==> src/rtl/seg_scan_ctrl.sv <==
`timescale 1ns/1ps
// seg_scan_ctrl: scan controller for a 4-digit common-anode seven-segment display.
// Each digit slot is a BLANK dead-time period followed by a DRIVE period.
// New display words are buffered in a single pending register and take effect only
// at frame boundaries, so a frame never mixes old and new digits.
// Build option: define LEADING_ZERO_BLANK_EN to darken leading zero digits.
module seg_scan_ctrl #(
    parameter int DRIVE_CYC = 100000,
    parameter int BLANK_CYC = 1000
) (
    input  logic        clk,
    input  logic        rst,
    input  logic        load_valid,
    output logic        load_ready,
    input  logic [15:0] load_data,
    input  logic [3:0]  load_dp,
    input  logic [3:0]  digit_en,
    output logic [3:0]  an,
    output logic        ca,
    output logic        cb,
    output logic        cc,
    output logic        cd,
    output logic        ce,
    output logic        cf,
    output logic        cg,
    output logic        dp,
    output logic        frame_tick
);
    // state    | meaning
    // ST_BLANK | all anodes off, dead time before the digit idx_q is driven
    // ST_DRIVE | digit idx_q driven with its active nibble
    typedef enum logic {ST_BLANK, ST_DRIVE} state_t;

    localparam int MAX_CYC = (DRIVE_CYC > BLANK_CYC) ? DRIVE_CYC : BLANK_CYC;
    localparam int CW      = (MAX_CYC > 1) ? $clog2(MAX_CYC) : 1;
    localparam logic [CW-1:0] DRIVE_LAST = CW'(DRIVE_CYC - 1);
    localparam logic [CW-1:0] BLANK_LAST = CW'(BLANK_CYC - 1);

    state_t        state_q, state_d;
    logic [1:0]    idx_q, idx_d;
    logic [CW-1:0] cnt_q, cnt_d;
    logic          tick_q, tick_d;
    logic          boundary;

    logic [15:0]   active_q, active_d;
    logic [3:0]    active_dp_q, active_dp_d;
    logic [15:0]   pend_q, pend_d;
    logic [3:0]    pend_dp_q, pend_dp_d;
    logic          pend_full_q, pend_full_d;

    logic [3:0]    an_q, an_d;
    logic [6:0]    seg_q, seg_d;
    logic          dp_q, dp_d;
    logic [3:0]    nib;
    logic          lz_hide;

    // Active-low {g,f,e,d,c,b,a} hex glyphs.
    function automatic logic [6:0] seg_decode(input logic [3:0] n);
        case (n)
            4'h0:    seg_decode = 7'b1000000;
            4'h1:    seg_decode = 7'b1111001;
            4'h2:    seg_decode = 7'b0100100;
            4'h3:    seg_decode = 7'b0110000;
            4'h4:    seg_decode = 7'b0011001;
            4'h5:    seg_decode = 7'b0010010;
            4'h6:    seg_decode = 7'b0000010;
            4'h7:    seg_decode = 7'b1111000;
            4'h8:    seg_decode = 7'b0000000;
            4'h9:    seg_decode = 7'b0010000;
            4'hA:    seg_decode = 7'b0001000;
            4'hB:    seg_decode = 7'b0000011;
            4'hC:    seg_decode = 7'b1000110;
            4'hD:    seg_decode = 7'b0100001;
            4'hE:    seg_decode = 7'b0000110;
            default: seg_decode = 7'b0001110;
        endcase
    endfunction

    // Slot sequencing: BLANK then DRIVE per digit; boundary marks entry to BLANK of digit 0.
    always_comb begin
        state_d  = state_q;
        idx_d    = idx_q;
        cnt_d    = cnt_q + 1'b1;
        boundary = 1'b0;
        case (state_q)
            ST_BLANK: begin
                if (cnt_q == BLANK_LAST) begin
                    state_d = ST_DRIVE;
                    cnt_d   = '0;
                end
            end
            ST_DRIVE: begin
                if (cnt_q == DRIVE_LAST) begin
                    state_d  = ST_BLANK;
                    cnt_d    = '0;
                    idx_d    = idx_q + 2'd1;
                    boundary = (idx_q == 2'd3);
                end
            end
            default: state_d = ST_BLANK;
        endcase
        tick_d = boundary;
    end

    // Pending word moves to active only at a boundary; accepts only land in pending.
    always_comb begin
        active_d    = active_q;
        active_dp_d = active_dp_q;
        pend_d      = pend_q;
        pend_dp_d   = pend_dp_q;
        pend_full_d = pend_full_q;
        if (boundary && pend_full_q) begin
            active_d    = pend_q;
            active_dp_d = pend_dp_q;
            pend_full_d = 1'b0;
        end
        if (load_valid && !pend_full_q) begin
            pend_d      = load_data;
            pend_dp_d   = load_dp;
            pend_full_d = 1'b1;
        end
    end

    // Leading-zero suppression: digit i>0 goes dark when nibbles i..3 are zero and its dp is off.
    always_comb begin
        lz_hide = 1'b0;
`ifdef LEADING_ZERO_BLANK_EN
        case (idx_q)
            2'd1:    lz_hide = (active_q[15:4] == 12'h000) && !active_dp_q[1];
            2'd2:    lz_hide = (active_q[15:8] == 8'h00) && !active_dp_q[2];
            2'd3:    lz_hide = (active_q[15:12] == 4'h0) && !active_dp_q[3];
            default: lz_hide = 1'b0;
        endcase
`else
        lz_hide = 1'b0;
`endif
    end

    // Pin drive for the current slot; registered below for one cycle of latency.
    always_comb begin
        an_d  = 4'b1111;
        seg_d = 7'h7F;
        dp_d  = 1'b1;
        nib   = active_q[{idx_q, 2'b00} +: 4];
        if (state_q == ST_DRIVE && digit_en[idx_q] && !lz_hide) begin
            an_d  = ~(4'b0001 << idx_q);
            seg_d = seg_decode(nib);
            dp_d  = ~active_dp_q[idx_q];
        end
    end

    // FSM and timer registers.
    always_ff @(posedge clk or posedge rst) begin
        if (rst) begin
            state_q <= ST_BLANK;
            idx_q   <= 2'd0;
            cnt_q   <= '0;
            tick_q  <= 1'b0;
        end else begin
            state_q <= state_d;
            idx_q   <= idx_d;
            cnt_q   <= cnt_d;
            tick_q  <= tick_d;
        end
    end

    // Display data and pending-slot registers.
    always_ff @(posedge clk or posedge rst) begin
        if (rst) begin
            active_q    <= 16'h0000;
            active_dp_q <= 4'h0;
            pend_q      <= 16'h0000;
            pend_dp_q   <= 4'h0;
            pend_full_q <= 1'b0;
        end else begin
            active_q    <= active_d;
            active_dp_q <= active_dp_d;
            pend_q      <= pend_d;
            pend_dp_q   <= pend_dp_d;
            pend_full_q <= pend_full_d;
        end
    end

    // Output pin registers.
    always_ff @(posedge clk or posedge rst) begin
        if (rst) begin
            an_q  <= 4'b1111;
            seg_q <= 7'h7F;
            dp_q  <= 1'b1;
        end else begin
            an_q  <= an_d;
            seg_q <= seg_d;
            dp_q  <= dp_d;
        end
    end

    assign load_ready = ~pend_full_q;
    assign frame_tick = tick_q;
    assign an         = an_q;
    assign ca         = seg_q[0];
    assign cb         = seg_q[1];
    assign cc         = seg_q[2];
    assign cd         = seg_q[3];
    assign ce         = seg_q[4];
    assign cf         = seg_q[5];
    assign cg         = seg_q[6];
    assign dp         = dp_q;

endmodule

==> config.mk <==
export PLATFORM = sky130hd
export DESIGN_NAME = seg_scan_ctrl
export DESIGN_NICKNAME = d
export VERILOG_FILES = /design/src/rtl/seg_scan_ctrl.sv
export SDC_FILE = /design/constraint.sdc
export NUM_CORES = 1
export LEC_CHECK = 0
export BUFFER_PORTS_ARGS = -buffer_cell sky130_fd_sc_hd__buf_4
export CAP_MARGIN = 20
export CELL_PAD_IN_SITES_DETAIL_PLACEMENT = 2
export CELL_PAD_IN_SITES_GLOBAL_PLACEMENT = 2
export CORE_ASPECT_RATIO = 1.1
export CORE_MARGIN = 3
export CORE_UTILIZATION = 40
export CTS_CLUSTER_DIAMETER = 80
export DETAILED_ROUTE_END_ITERATION = 10
export PLACE_DENSITY = 0.79
export SYNTH_ARGS = -nofsm -noshare
export SYNTH_HDL_FRONTEND = slang
export SYNTH_SLANG_ARGS = --single-unit
==> constraint.sdc <==
create_clock -name clk -period 2.45 [get_ports clk]
set_input_delay 0.245 -clock clk [delete_from_list [all_inputs] [get_ports clk]]
set_output_delay 0.245 -clock clk [all_outputs]
set_load 0.005 [all_outputs]
After elaboration in Yosys (flattened, before gate mapping)
Memory sizes are Yosys's and may differ from the RTL's.
Index checks and enable logic that the tools add are counted.
Cells by class
  add/subtract/negate cells: 2
  $lt $le $gt $ge: 1
  equal/unequal tests: 3
  shift operators: 2
  mux-type cells: 17
  bitwise operators: 4
  reductions and logical operators: 6
Operators with widths (count)
  17-bit two-way mux: 2
  17-bit case mux with 2 select lines: 1
  17-bit by 1-bit adder with 17-bit output, second input constant: 1
  17-bit by 10-bit equality test with 1-bit output, second input constant: 1
  17-bit equality test, second input constant: 1
  16-bit by 5-bit variable part select with 4-bit output: 1
  1-bit two-way mux: 9
  7-bit two-way mux: 1
  1-bit binary-select mux with 2-bit select: 2
  4-bit two-way mux: 1
  4-bit inverter: 1
  1-bit by 2-bit left shift with 4-bit output, first input constant: 1
  1-bit logical AND: 3
  2-bit by 3-bit less-than comparator with 1-bit output, second input constant: 1
  1-bit inverter: 3
  2-bit by 1-bit adder with 2-bit output, second input constant: 1
  2-bit equality test, second input constant: 1
  1-bit case mux with 2 select lines: 1
  2-bit AND reduction: 1
  2-bit nonzero test: 1
  1-bit logical NOT: 1
Word-level totals
  flip-flop bits (word level): 74
  ROM bits: 112
  bits of input ports: 27
  output and inout bits: 14
  memories kept: 1
Memories
  (name not given): depth 16, bits a word 7, rd ports 1, clocked after Yosys merged registers in 0, write ports 0, RTL line 59  | case (n)

Logic depth before layout (Yosys ltp)
  word-level depth: 6
  mapped depth: 8
  depth with buffers taken out: 7

Worst setup path after synthesis
OpenSTA, ideal clock, no wires.
  kind: register -> register
  from: register idx_q[0]
  to: register seg_q[5]
  library setup time: 0.101 ns
  arrival time: 1.816 ns
  data required time: 2.349 ns
  setup slack: 0.533 ns
  cell stages (with the launch flop): 7
  clock period less this slack: 1.917 ns
  cells stage by stage: dfrtp_1 -> buf_2 -> mux4_2 -> ha_1 -> mux2_2 -> nand2_1 -> o311ai_0
Between the ends
  longest elaborated chain between the ends: 4
  elaborated cells between the ends (all ways): 6
  classes of those cells: 1 x shift; 3 x mux; 1 x reduce/logical; 1 x memory
RTL lines
  from (decl): RTL line 40  | logic [1:0] idx_q, idx_d;
  from (signal assigned): RTL line 161  | idx_q <= idx_d;
  branches (longest 3 deep; another with memory read 16 x 7 bit)
  7-bit two-way mux *: RTL line 145  | if (state_q == ST_DRIVE && digit_en[idx_q] && !lz_hide) begin
  net seg_d[5]: RTL line 52  | logic [6:0] seg_q, seg_d;
  to (signal assigned): RTL line 192  | seg_q <= seg_d;
  to (decl): RTL line 52
Mark *: on every way through the listed nets, which the timed path passes. The select of a mux whose other input is x is not followed.
A chain may end at the register's enable or synchronous reset.

Worst setup path in the final report
  from: register cnt_q[11]
  to: register active_dp_q[2]
Between the ends
  longest elaborated chain between the ends: 4
RTL lines
  from (decl): RTL line 41  | logic [CW-1:0] cnt_q, cnt_d;
  from (signal assigned): RTL line 162  | cnt_q <= cnt_d;
  17-bit equality test: RTL line 93  | if (cnt_q == DRIVE_LAST) begin
  1-bit two-way mux: RTL line 93
  1-bit two-way mux: RTL line 85  | case (state_q)
  1-bit logical AND: RTL line 112  | if (boundary && pend_full_q) begin
  to (signal assigned): RTL line 177  | active_dp_q <= active_dp_d;
  to (decl): RTL line 46  | logic [3:0] active_dp_q, active_dp_d;
No other way between the ends.

==> impl_metrics.csv <==
group,metric,value,unit
yosys,synth_nets,295,
yosys,async_reset_ff_share,100,%
setup_path,path_class,"reg -> reg",
yosys,synthCells,257,
sta,finalHoldViolations,0,
place,hpwl,5530,um
route,drt_iter0_drc,54,
setup_path,critPathMaxFanout,20,
clock_network,cts_made_buffers,9,
cells_and_area,syn_to_final_growth,20.6,%
clock_network,cts_tree,"yes",
sta,fin_crit,2.17,ns
place,port-buffer-count,40,
global_route,grt_first_pass_wirelength,13700,um
sta,slew_viol_final,0,
floorplan,dieArea,0.00953,sq mm
setup_path,cp.depth,5,
power,power_density,601,mW/mm^2
yosys,muxShareOfSynthArea,19.3,%
clock_network,path_clk_slew,0.08,ns
sta,finalSetupViolCount,0,
clock_network,insertion_delay,0.35,ns
power,vdd_drop_max,361,uV
yosys,synth_area,0.00336,sq mm
sta,clock.fmax,461,MHz
yosys,synth_xor_xnor_area_share,3.65,%
setup_path,cp.arrival,2.40,ns
global_route,grt_max_degree,48,
floorplan,initial_core_util,41.8,%
sta,worstMarginPinSlew,0.622,ns
hold_path,hold_path.class,"in -> reg",
yosys,yosys.area_share.adder,4.10,%
route,drt_wl_total,8120,um
clock_network,cts_root_buf,"clkbuf_8",
yosys,yosys_warnings,0,
place,placedCellCount,401,
clock_network,cts_max_path_buffers,2,
sta,finClkSkew,0.00706,ns
global_route,grt.total_usage,19.0,%
yosys,synth_top_area_cell,"dfrtp_1",
global_route,antenna_found_initial,0,
clock_network,cts_sinks,74,
yosys,synthSimpleGateAreaFrac,11.7,%
yosys,synthDominantCellAreaShare,46.2,%
clock_network,cts-htree-levels,3,
global_route,overflow,0,
sta,fin_crit_sh,88.6,%
route,drc,0,
clock_network,cts_resized,0,
setup_path,cp-start-kind,"flop",
clock_network,postCtsSetupRepairBufs,0,
sta,fin_tns_setup,0,ns
sta,fin_worst_hold_slack,0.122,ns
setup_path,cp_cell_sequence,"nor4_1, nand4_1, nor3_2, buf_12, mux2_2",
global_route,grt_pass1_vias,2558,
yosys,synth_ff_type,"dfrtp_1",
power,finalPower,2430,uW
floorplan,fp-row-count,34,
yosys,avgSynthCellArea,13.1,sq um
floorplan,die_h,102,um
setup_path,required,2.68,ns
hold_path,hold_depth,2,
setup_path,crit_buf_inv,1,
floorplan,core_area,0.00804,sq mm
yosys,synth_enable_flop_cells,0,
cells_and_area,diodes,0,
cells_and_area,drive_gt1_share,42.6,%
route,wl_per_cell,19.4,um
sta,rsz0062_at_grt,"no",
setup_path,worstSetupEndpointType,"flop",
yosys,synth_top_family_by_area,"multiplexers",
cells_and_area,fin_util,50.4,%
job,drv_cap,0,
setup_path,cp_slowest_cell,"nor4_1",
route,via_count,2193,
setup_path,rrSetupSlack,0.28,ns
yosys,ys_ff_latch,74,
setup_path,cpLargestDelayFamily,"simple AND/OR/NAND/NOR gates",
floorplan,io_pins,41,
clock_network,holdBufCountCts,1,
yosys,seq_area_frac_synth,55.6,%
yosys,synth_top_cells_by_area,"dfrtp_1 (46%), mux2_2 (14%), dfstp_2 (9.4%)",
route,via_per_inst,5.25,
yosys,synth_compound_area_share,2.72,%
power,p_leak,0.00174,uW
yosys,synth_cell_types,43,
floorplan,die_w,93.4,um
sta,maxSlewHeadroom,58.5,%
cells_and_area,instances_no_fill,418,
setup_path,ff2ff_path_depth,5,
route,antenna_left,0,
place,gp_congestion,0.774,
cells_and_area,fin_nets,343,
outcome,status,"complete, no violations",
setup_path,critPathMaxStageDelay,0.46,ns
route,dr.pass1.iters,4,
worst reg2reg max path, delay by kind of cell, from the launching register on:
family | cells | cell delay (ns)
muxes | 1 | 0.37
buffers and inverters | 1 | 0.22
DFF | 1 | 0.41
and+or+nand+nor | 3 | 1.06
cell usage in the layout (no fill, tap or decap), drive strengths merged, types with 3 or more instances in the layout:
cell and n:
buf 47, xor2 4, ha 11, inv 12, nor3 18, mux2i 3
nand4 4, nand3 12, mux4 6, nand2b 3, dfstp 12, xnor2 10
dfrtp 62, clkbuf 11, nor2 7, mux2 43, nand2 12
synthesized netlist by cell type (3+ instances only):
| cell | instances |
|---|---|
| mux2i_1 | 3 |
| nand4_1 | 4 |
| ha_1 | 11 |
| dfrtp_1 | 62 |
| nand2_1 | 12 |
| buf_2 | 4 |
| xor2_1 | 4 |
| clkbuf_1 | 4 |
| mux4_2 | 6 |
| mux2_2 | 42 |
| nor2_1 | 7 |
| inv_1 | 12 |
| nand3_1 | 11 |
| nand2b_1 | 3 |
| xnor2_1 | 10 |
| nor3_1 | 16 |
| dfstp_2 | 12 |
final timing paths:
check,end,from
setup / recovery,active_dp_q[2],cnt_q[11]
hold / removal,pend_q[0],load_data[0]
setup reg to reg,active_dp_q[2],cnt_q[11]
hold reg to reg,cnt_q[0],cnt_q[0]
max in group asynchronous,an[1],rst
min in group asynchronous,pend_q[4],rst
metal layers:
metal  vias up  share of wire (%)  GRT usage (%)
met4         0                1.9           8.12
met3        15                3.7           3.83
met1      1135                 41           22.9
met5         -                  0              0
met2        39                 54           33.3
li1       1004                  -              -
cell type report:
cell class,instances,area [sq um]
Fill cell,781,3990
Sequential cell,74,1870
Multi-Input combinational cell,160,1400
Timing Repair Buffer,48,388
Clock buffer,11,141
Tap cell,108,135
Clock inverter,5,77.6
Inverter,12,45.0
cells by family (layout without fill, tap and decap cells):
group,count (synthesis),in the layout
XOR/XNOR,14,14
multiplexers,52,52
AND/OR/NAND/NOR,70,70
flip-flops,74,74
AO/OA/AOI/OAI,13,13
buffers and inverters,23,76
adder cells (fa/ha/maj),11,11
registers in the layout (all words and copies together) (netlist names):
register,count
active_dp_q,4
state_q,1
seg_q,7
pend_q,16
active_q,16
pend_full_q,1
idx_q,2
dp,1
an,4
cnt_q,17
pend_dp_q,4
frame_tick,1
power by group:
| group | internal [uW] | total (uW) | switching, uW |
|---|---|---|---|
| clock | 598 | 1050 | 455 |
| sequential | 1260 | 1280 | 22.4 |
| combinational | 59.2 | 99.7 | 40.5 |
per-stage QoR:
stage          setup slack [ns]  instance area (sq um)
3_5_place_dp              0.316                   3820
4_1_cts                   0.253                   4050
3_3_place_gp              0.359                   3820
6_report                  0.280                   4050
5_1_grt                   0.117                   4050
2_1_floorplan             0.343                   3360
(Power assumes the default switching activity.)
